==> config.mk <==
export PLATFORM = sky130hd
export DESIGN_NAME = hazard_ctrl
export DESIGN_NICKNAME = d
export VERILOG_FILES = /design/src/rtl/hazard_ctrl.sv
export SDC_FILE = /design/constraint.sdc
export NUM_CORES = 1
export LEC_CHECK = 0
export CAP_MARGIN = 20
export CORE_ASPECT_RATIO = 1.2
export CORE_UTILIZATION = 25
export CTS_CLUSTER_SIZE = 10
export DETAILED_ROUTE_END_ITERATION = 10
export GPL_TIMING_DRIVEN = 0
export PLACE_DENSITY = 0.49
export SLEW_MARGIN = 20
export SYNTH_ARGS = -nofsm -noshare
export SYNTH_HDL_FRONTEND = slang
export SYNTH_SLANG_ARGS = --single-unit
==> constraint.sdc <==
create_clock -name iw_clk -period 5.27 [get_ports iw_clk]
set_input_delay 1.3175 -clock iw_clk [delete_from_list [all_inputs] [get_ports iw_clk]]
set_output_delay 1.3175 -clock iw_clk [all_outputs]
set_load 0.005 [all_outputs]
==> src/rtl/hazard_ctrl.sv <==
// hazard_ctrl
// -----------
// Issue/hazard controller between decode and execute.
//
// Each cycle it decides whether the decoded instruction enters execute
// (ow_issue) or a bubble is inserted. A per-register scoreboard counts
// in-flight GP writes. A separate counter does the same for the flags.
// Entries are raised when an instruction issues and lowered when it
// retires at writeback. A drain request stops issue until every
// in-flight write has retired, then pulses ow_drained for one cycle.
//
// Ports
//   iw_clk, iw_rst_n       clock, synchronous active-low reset
//   iw_id_*                decode-stage instruction descriptor
//   iw_flush               kill the decode-stage instruction this cycle
//   iw_wb_*                writeback retirement descriptor
//   iw_drain_req           level request to drain the pipeline
//   ow_issue / ow_stall / ow_bubble   per-cycle issue decision
//   ow_drained             one-cycle pulse when a drain completes
//   ow_busy_mask / ow_fl_busy         scoreboard occupancy (registered)
//   ow_err                 sticky writeback-underflow flag
//   ow_stall_cnt           saturating count of stall cycles
module hazard_ctrl #(
    parameter int NUM_GP  = 16,
    parameter int GP_AW   = 4,
    parameter int CNT_W   = 2,
    parameter int STALL_W = 16
) (
    input  logic               iw_clk,
    input  logic               iw_rst_n,
    input  logic               iw_id_valid,
    input  logic [GP_AW-1:0]   iw_id_src_gp,
    input  logic               iw_id_src_rd,
    input  logic [GP_AW-1:0]   iw_id_tgt_gp,
    input  logic               iw_id_tgt_rd,
    input  logic               iw_id_tgt_wr,
    input  logic               iw_id_fl_rd,
    input  logic               iw_id_fl_wr,
    input  logic               iw_flush,
    input  logic               iw_wb_valid,
    input  logic [GP_AW-1:0]   iw_wb_tgt_gp,
    input  logic               iw_wb_gp_wr,
    input  logic               iw_wb_fl_wr,
    input  logic               iw_drain_req,
    output logic               ow_issue,
    output logic               ow_stall,
    output logic               ow_bubble,
    output logic               ow_drained,
    output logic [NUM_GP-1:0]  ow_busy_mask,
    output logic               ow_fl_busy,
    output logic               ow_err,
    output logic [STALL_W-1:0] ow_stall_cnt
);

    typedef enum logic [1:0] {
        ST_RUN   = 2'd0,
        ST_DRAIN = 2'd1,
        ST_DONE  = 2'd2
    } state_t;

    localparam logic [CNT_W-1:0] CNT_MAX = '1;

    state_t               state_reg, state_next;
    logic [CNT_W-1:0]     fl_cnt_reg, fl_cnt_next;
    logic                 fl_uflow;
    logic                 err_reg, err_next;
    logic [STALL_W-1:0]   stall_cnt_reg, stall_cnt_next;

    // Per-register views of the scoreboard, one bit per GP register.
    logic [NUM_GP-1:0]    gp_busy;       // registered count != 0
    logic [NUM_GP-1:0]    gp_full;       // registered count == MAX
    logic [NUM_GP-1:0]    gp_next_busy;  // next-state count != 0
    logic [NUM_GP-1:0]    gp_uflow;      // retire against an empty entry

    logic                 hazard;
    logic                 issue_w;
    logic                 stall_w;

    // ------------------------------------------------------------------
    // Issue decision. Uses registered counts only, so a writeback in the
    // same cycle does not release a dependent instruction until the next
    // cycle. Gated by reset so outputs stay quiet while reset is held.
    // ------------------------------------------------------------------
    always_comb begin
        hazard = (iw_id_src_rd && gp_busy[iw_id_src_gp])
              || (iw_id_tgt_rd && gp_busy[iw_id_tgt_gp])
              || (iw_id_fl_rd  && (fl_cnt_reg != '0))
              || (iw_id_tgt_wr && gp_full[iw_id_tgt_gp])
              || (iw_id_fl_wr  && (fl_cnt_reg == CNT_MAX));
    end

    assign issue_w = iw_rst_n && iw_id_valid && !iw_flush
                  && (state_reg == ST_RUN) && !hazard;
    assign stall_w = iw_rst_n && iw_id_valid && !iw_flush && !issue_w;

    // ------------------------------------------------------------------
    // GP scoreboard: one small counter per register. An increment and a
    // decrement hitting the same register in one cycle cancel out.
    // Overflow cannot happen because a full entry blocks issue.
    // ------------------------------------------------------------------
    genvar gi;
    generate
        for (gi = 0; gi < NUM_GP; gi++) begin : g_sb
            logic [CNT_W-1:0] cnt_reg, cnt_next;
            logic             inc, dec, uflow;

            assign inc = issue_w && iw_id_tgt_wr
                      && (iw_id_tgt_gp == GP_AW'(gi));
            assign dec = iw_wb_valid && iw_wb_gp_wr
                      && (iw_wb_tgt_gp == GP_AW'(gi));

            always_comb begin
                cnt_next = cnt_reg;
                uflow    = 1'b0;
                if (inc && !dec) begin
                    cnt_next = cnt_reg + CNT_W'(1);
                end else if (dec && !inc) begin
                    if (cnt_reg == '0) begin
                        uflow = 1'b1;
                    end else begin
                        cnt_next = cnt_reg - CNT_W'(1);
                    end
                end
            end

            always_ff @(posedge iw_clk) begin
                if (!iw_rst_n) begin
                    cnt_reg <= '0;
                end else begin
                    cnt_reg <= cnt_next;
                end
            end

            assign gp_busy[gi]      = (cnt_reg != '0);
            assign gp_full[gi]      = (cnt_reg == CNT_MAX);
            assign gp_next_busy[gi] = (cnt_next != '0);
            assign gp_uflow[gi]     = uflow;
        end
    endgenerate

    // Flags scoreboard: same rules as a single GP entry.
    always_comb begin
        logic fl_inc, fl_dec;
        fl_inc      = issue_w && iw_id_fl_wr;
        fl_dec      = iw_wb_valid && iw_wb_fl_wr;
        fl_cnt_next = fl_cnt_reg;
        fl_uflow    = 1'b0;
        if (fl_inc && !fl_dec) begin
            fl_cnt_next = fl_cnt_reg + CNT_W'(1);
        end else if (fl_dec && !fl_inc) begin
            if (fl_cnt_reg == '0) begin
                fl_uflow = 1'b1;
            end else begin
                fl_cnt_next = fl_cnt_reg - CNT_W'(1);
            end
        end
    end

    // ------------------------------------------------------------------
    // Drain FSM. DRAIN looks at next-state counts so the final retirement
    // and the move to DONE happen on the same edge.
    // ------------------------------------------------------------------
    always_comb begin
        state_next = state_reg;
        case (state_reg)
            ST_RUN: begin
                if (iw_drain_req) begin
                    state_next = ST_DRAIN;
                end
            end
            ST_DRAIN: begin
                if ((gp_next_busy == '0) && (fl_cnt_next == '0)) begin
                    state_next = ST_DONE;
                end
            end
            ST_DONE: begin
                state_next = ST_RUN;
            end
            default: begin
                state_next = ST_RUN;
            end
        endcase
    end

    always_comb begin
        err_next       = err_reg || (gp_uflow != '0) || fl_uflow;
        stall_cnt_next = stall_cnt_reg;
        if (stall_w && (stall_cnt_reg != '1)) begin
            stall_cnt_next = stall_cnt_reg + STALL_W'(1);
        end
    end

    always_ff @(posedge iw_clk) begin
        if (!iw_rst_n) begin
            state_reg     <= ST_RUN;
            fl_cnt_reg    <= '0;
            err_reg       <= 1'b0;
            stall_cnt_reg <= '0;
        end else begin
            state_reg     <= state_next;
            fl_cnt_reg    <= fl_cnt_next;
            err_reg       <= err_next;
            stall_cnt_reg <= stall_cnt_next;
        end
    end

    assign ow_issue     = issue_w;
    assign ow_stall     = stall_w;
    assign ow_bubble    = !issue_w;
    assign ow_drained   = (state_reg == ST_DONE);
    assign ow_busy_mask = gp_busy;
    assign ow_fl_busy   = (fl_cnt_reg != '0);
    assign ow_err       = err_reg;
    assign ow_stall_cnt = stall_cnt_reg;

endmodule

==> metrics.txt, run 1 <==
register area share after synthesis 21.6%; CTS tree built; initial antenna violation count 0; period utilization between 90% and 100%; Worst setup SP type input pin; Slew @ Worst Pin ~0.74 ns; full die area just over 20000 um^2; final net count between 700 and 800; Final GP Congestion 0.846; CP required between 3 and 4 ns; DR DRC count 0; GRT overflow 0; Bufs on Longest Clock Path 2; final HPWL from detailed placement between 10 and 15 mm; # rows 55; Crit. End Element output port; Ports between 60 and 70; H-tree levels 2; status finished clean; Worst R2R Setup Slack roughly 1.4 ns; max frequency roughly 0.20 GHz; clock buffer count from CTS 5; Worst Hold End ow_stall_cnt[11]$_SDFFE_PN0P_; Fill cells around 2100; Total GRT Usage between 10% and 20%; syn nets 700; Yosys cell types between 60 and 70; setup_tns 0 ns; Hold-fix buffers, CTS 0; drt pass-1 iters 5; clock root buffer clkbuf_16; Max-slew headroom roughly half; Post-synth EDFFs 0; placed cell count 918; yosys warns 0; WL final about 15 mm; vias per cell 4.81; later-pin clock latency in the skew report 0.30 ns; Avg WL per Cell around 16 um; die width between 100 and 150 um; PwrDens approximately 150 nW/um^2; max_cap viols 0; top_reg_cell synth dfxtp_1; Final min period about 5.1 ns; Die Ht approximately 160 um; post-cts resize count 0; via count ~4500; Hold Crit Class register to register; clk slew on worst S/H paths 0.08 ns; Final Non-Filler Cells between 900 and 1000; launch point of the worst reg-to-reg path g_sb[13].cnt_reg[0]$_SDFF_PN0_; CTS sink cnt 53; final instance area 5950 um^2; Lkg Pwr 2.48 nW; skew final about 0.011 ns; Hold Path Origin ow_stall_cnt[11]$_SDFFE_PN0P_; reg2reg end state_reg[0]$_SDFFE_PN0P_; area grow syn2layout 21.1%; Starting DRT DRC Count approximately 240; I/O Buffers 56; Setup CP Type input pin to output port; Async SR Flop Fraction 0%; syn avg cell area approximately 8.1 um^2; Initial Utilization 25.8%; R2R depth 13; FF+latch count, synth 53; Final Slew Violations 0; hold depth 2; # diodes 0; antenna-violating nets left 0; Cell Area, Synth 4910 um^2; layout cells sized above 1 approximately 6.4%; pin count of the biggest net entering global routing 18; RSZ-0062 raised after global routing false; first-pass GRT wire length approximately 23 mm; maximum vdd drop approximately 0.11 mV; Post CTS Setup Buffer Count 0; core area approximately 19000 um^2; worst-path fanout max 8; Hold Fails Final Rpt 0; Cells after Synth 606; max reg flops 32; number of global-route vias before repair approximately 4200; Setup violations, final 0; WP data arrival between 3 and 4 ns; Post-DP Area 5790 um^2; total power 915 uW
==> per-layer routing <==
layer,vias up,share of wire [%],GRT usage (%)
met4,0,2.7,5.43
met1,2085,46,19.7
met2,112,46,25.6
met5,-,0,0
li1,2232,-,-
met3,23,5.0,2.48
==> cell families (layout without fill, tap and decap cells) <==
group | Yosys count | count (layout) | share of synthesized area (%)
AND/OR/NAND/NOR | 267 | 267 | 28.4
multiplexers | 39 | 39 | 9.84
XOR/XNOR | 29 | 29 | 5.17
buffers and inverters | 78 | 142 | 6.47
AO/OA/AOI/OAI | 71 | 71 | 10.9
adder cells (fa/ha/maj) | 69 | 69 | 17.6
flip-flops | 53 | 53 | 21.6
==> final cells by class <==
class | count | area, um^2 | area share, %
clock buffer | 6 | 139 | 2.34
buffer | 17 | 88.8 | 1.49
sequential | 53 | 1060 | 17.8
multi-input combinational | 475 | 3530 | 59.4
clock inverter | 2 | 17.5 | 0.295
tap | 256 | 320 | 5.39
timing repair buffer | 56 | 561 | 9.43
inverter | 61 | 229 | 3.85
==> critical path, stage by stage <==
cell and delay (ns):
clkdlybuf4s50_1 0.50, a211o_1 0.33, a211o_1 0.32, a21oi_4 0.26, nand3_4 0.18, nor2_4 0.29
inv_2 0.11, clkdlybuf4s50_1 0.46
==> synth_stat cells, types with 6 or more instances <==
| cell type | number | area, um^2 |
|---|---|---|
| nand2b_1 | 9 | 56.3 |
| nor4_1 | 9 | 56.3 |
| nand2_1 | 41 | 154 |
| o21ai_0 | 10 | 50.1 |
| a21oi_1 | 19 | 95.1 |
| ha_1 | 69 | 863 |
| o211ai_1 | 7 | 52.6 |
| nand3b_1 | 6 | 45.0 |
| clkbuf_1 | 9 | 33.8 |
| inv_1 | 59 | 221 |
| or3_1 | 14 | 87.6 |
| dfxtp_1 | 53 | 1060 |
| mux2i_1 | 28 | 280 |
| xor2_1 | 6 | 52.6 |
| nor3_1 | 16 | 80.1 |
| xnor2_1 | 23 | 201 |
| mux4_2 | 7 | 158 |
| nor2b_1 | 6 | 37.5 |
| nand4_1 | 22 | 138 |
| and2_1 | 14 | 87.6 |
| nand3_1 | 23 | 115 |
| nor2_1 | 85 | 319 |
==> placed cells by master, fill, tap and decap left out, types with 19 or more instances in the layout <==
cell             netlist  routed
a21oi_1               19      19
clkdlybuf4s50_1        0      56
dfxtp_1               53      53
ha_1                  69      69
inv_1                 59      59
mux2i_1               28      28
nand2_1               41      41
nand3_1               23      23
nand4_1               22      22
nor2_1                85      85
xnor2_1               23      23
==> worst max path at each step <==
stage                          from        end  slack (ns)  cells after the start
floorplan           iw_id_tgt_gp[1]   ow_stall        1.13                      8
global placement        iw_id_fl_wr  ow_bubble        0.19                      8
detailed placement      iw_id_fl_wr  ow_bubble        0.18                      8
CTS                     iw_id_fl_wr  ow_bubble        0.18                      8
global route            iw_id_fl_wr   ow_stall        0.05                      8
finish                  iw_id_fl_wr  ow_bubble        0.18                      8
==> per-stage QoR <==
step	util (%)	hold WS, ns	setup slack (ns)
floorplan	-	0.438	1.13
global placement	30.4	0.482	0.194
detailed placement	30.4	0.492	0.180
CTS	31.2	0.507	0.177
global route	31.2	0.523	0.0513
finish	31.2	0.506	0.184
==> power breakdown <==
| part | internal (mW) | leakage, nW | total (mW) | switching [mW] |
|---|---|---|---|---|
| registers | 0.406 | 0.428 | 0.412 | 0.00639 |
| clock network | 0.192 | 0.0775 | 0.359 | 0.166 |
| logic | 0.0594 | 1.97 | 0.144 | 0.0844 |
Power figures use the tool's default switching activity.
==> inputs of run 2 (changes only) <==
--- a/config.mk
+++ b/config.mk
@@ -7,12 +7,12 @@
 export LEC_CHECK = 0
 export CAP_MARGIN = 20
 export CORE_ASPECT_RATIO = 1.2
+export CORE_MARGIN = 10
 export CORE_UTILIZATION = 25
 export CTS_CLUSTER_SIZE = 10
 export DETAILED_ROUTE_END_ITERATION = 10
 export GPL_TIMING_DRIVEN = 0
 export PLACE_DENSITY = 0.49
-export SLEW_MARGIN = 20
 export SYNTH_ARGS = -nofsm -noshare
 export SYNTH_HDL_FRONTEND = slang
 export SYNTH_SLANG_ARGS = --single-unit
==> metrics.txt, run 2 (synthesis gave the netlist of run 1 again) <==
status finished clean; Initial Utilization approximately a quarter; launch point of the worst reg-to-reg path g_sb[7].cnt_reg[0]$_SDFF_PN0_; Bufs on Longest Clock Path 2; full die area 25700 um^2; Total GRT Usage between 10 and 15%; Avg WL per Cell 17.1 um; Post-DP Area just under 6000 um^2; Fill cells about 2100; Setup CP Type input pin to output port; area of the multi-input gates between 3000 and 4000 um^2; core area about 19000 um^2; Ports 63; period utilization 97.7%; final HPWL from detailed placement 13.0 mm; PwrDens ~150 nW/um^2; most frequent cells in the layout 85 x nor2_1, 69 x ha_1, 59 x inv_1; antenna-violating nets left 0; Worst setup SP type input pin; Worst Hold End state_reg[1]$_SDFFE_PN0P_; GRT overflow 0; max_cap viols 0; I/O Buffers 56; hold depth 1; max reg flops 32; WL final around 16 mm; crit path cell chain clkdlybuf4s50_1 > mux4_2 > a22oi_4 > nand3_4 > nor2_4 > inv_2 > clkdlybuf4s50_1; final net count around 760; Post CTS Setup Buffer Count 0; worst-path fanout max 8; Final Slew Violations 0; Lkg Pwr around 2.5 nW; first-pass GRT wire length approximately 24 mm; Hold Fails Final Rpt 0; via count ~4400; CP required between 3 and 4 ns; clk slew on worst S/H paths 0.07 ns; CTS sink cnt 53; Die Ht around 170 um; Worst R2R Setup Slack between 1 and 1.5 ns; initial antenna violation count 0; crit-path max cell delay around 0.55 ns; post-cts resize count 0; later-pin clock latency in the skew report 0.31 ns; most common cell after layout, fill and taps aside nor2_1; setup_tns 0 ns; # diodes 0; Hold Path Origin state_reg[1]$_SDFFE_PN0P_; Final GP Congestion between 0.8 and 0.9; clock root buffer clkbuf_16; vias per cell about 4.7; Starting DRT DRC Count between 150 and 200; pin count of the biggest net entering global routing 17; R2R depth 12; Hold Crit Class register to register; RSZ-0062 raised after global routing false; maximum vdd drop 0.105 mV; WP data arrival between 3 and 4 ns; max frequency 0.194 GHz; DR DRC count 0; Register Area around 1100 um^2; Max-slew headroom about 53%; final instance area about 6000 um^2; H-tree levels 2; crit-path most repeated cell clkdlybuf4s50_1; drt pass-1 iters 4; number of global-route vias before repair 4330; die width 148 um; Crit. End Element output port; layout cells sized above 1 6.28%; CTS tree built; slowest stage cell, crit path mux4_2; Slew @ Worst Pin between 0.7 and 0.8 ns; reg2reg end state_reg[0]$_SDFFE_PN0P_; Final min period just over 5 ns; area grow syn2layout 20.9%; Setup violations, final 0; # rows 56; skew final between 0.005 and 0.006 ns; clock buffer count from CTS 5; Hold-fix buffers, CTS 0
[run 2: worst max path at each step]
stage	slack [ns]	startpoint	cells past startpoint	endpoint
final	0.12	iw_id_src_gp[0]	7	ow_bubble
after global placement	0.17	iw_id_fl_wr	8	ow_bubble
after detailed placement	0.14	iw_id_src_gp[0]	7	ow_bubble
after floorplan	1.13	iw_id_tgt_gp[1]	8	ow_stall
after global routing	0.07	iw_id_src_gp[0]	7	ow_bubble
after CTS	0.14	iw_id_src_gp[0]	7	ow_bubble
[run 2: per-layer routing]
metal  vias up  share of wire (%)  GRT usage [%]
met5         -                  0              0
met4         0                1.6           3.14
met3        15                4.3           2.43
met2        83                 48           20.6
met1      2054                 47           15.1
li1       2242                  -              -
[run 2: layout make-up]
| cell class | instances | area share, % |
|---|---|---|
| plain buffers | 17 | 1.50 |
| flip-flops and latches | 53 | 17.9 |
| clock buffers | 5 | 2.11 |
| clock inverters | 2 | 0.274 |
| well taps | 261 | 5.50 |
| multi-input cells | 475 | 59.5 |
| inverters | 61 | 3.86 |
| repair buffers | 56 | 9.44 |
[run 2: critical path, delay by kind of cell]
family	cells	cell delay [ns]
buffers and inverters	3	1.12
muxes	1	0.55
and+or+nand+nor	2	0.49
AOI/OAI and AO/OA	1	0.34
[run 2: power breakdown]
part / leakage (nW) / switching [mW] / internal (mW)
combinational: 1.97 / 0.0851 / 0.0594
clock: 0.0659 / 0.170 / 0.175
sequential: 0.428 / 0.00647 / 0.406
[run 2: through the flow]
stage	utilization, %	std cells	power (mW)	hold WS, ns	setup slack, ns
floorplan	-	606	0.503	0.438	1.13
global placement	29.9	923	0.568	0.487	0.172
detailed placement	29.9	923	0.567	0.487	0.144
CTS	30.6	930	0.909	0.500	0.136
global route	30.6	930	0.936	0.518	0.0673
finish	30.6	930	0.902	0.495	0.120
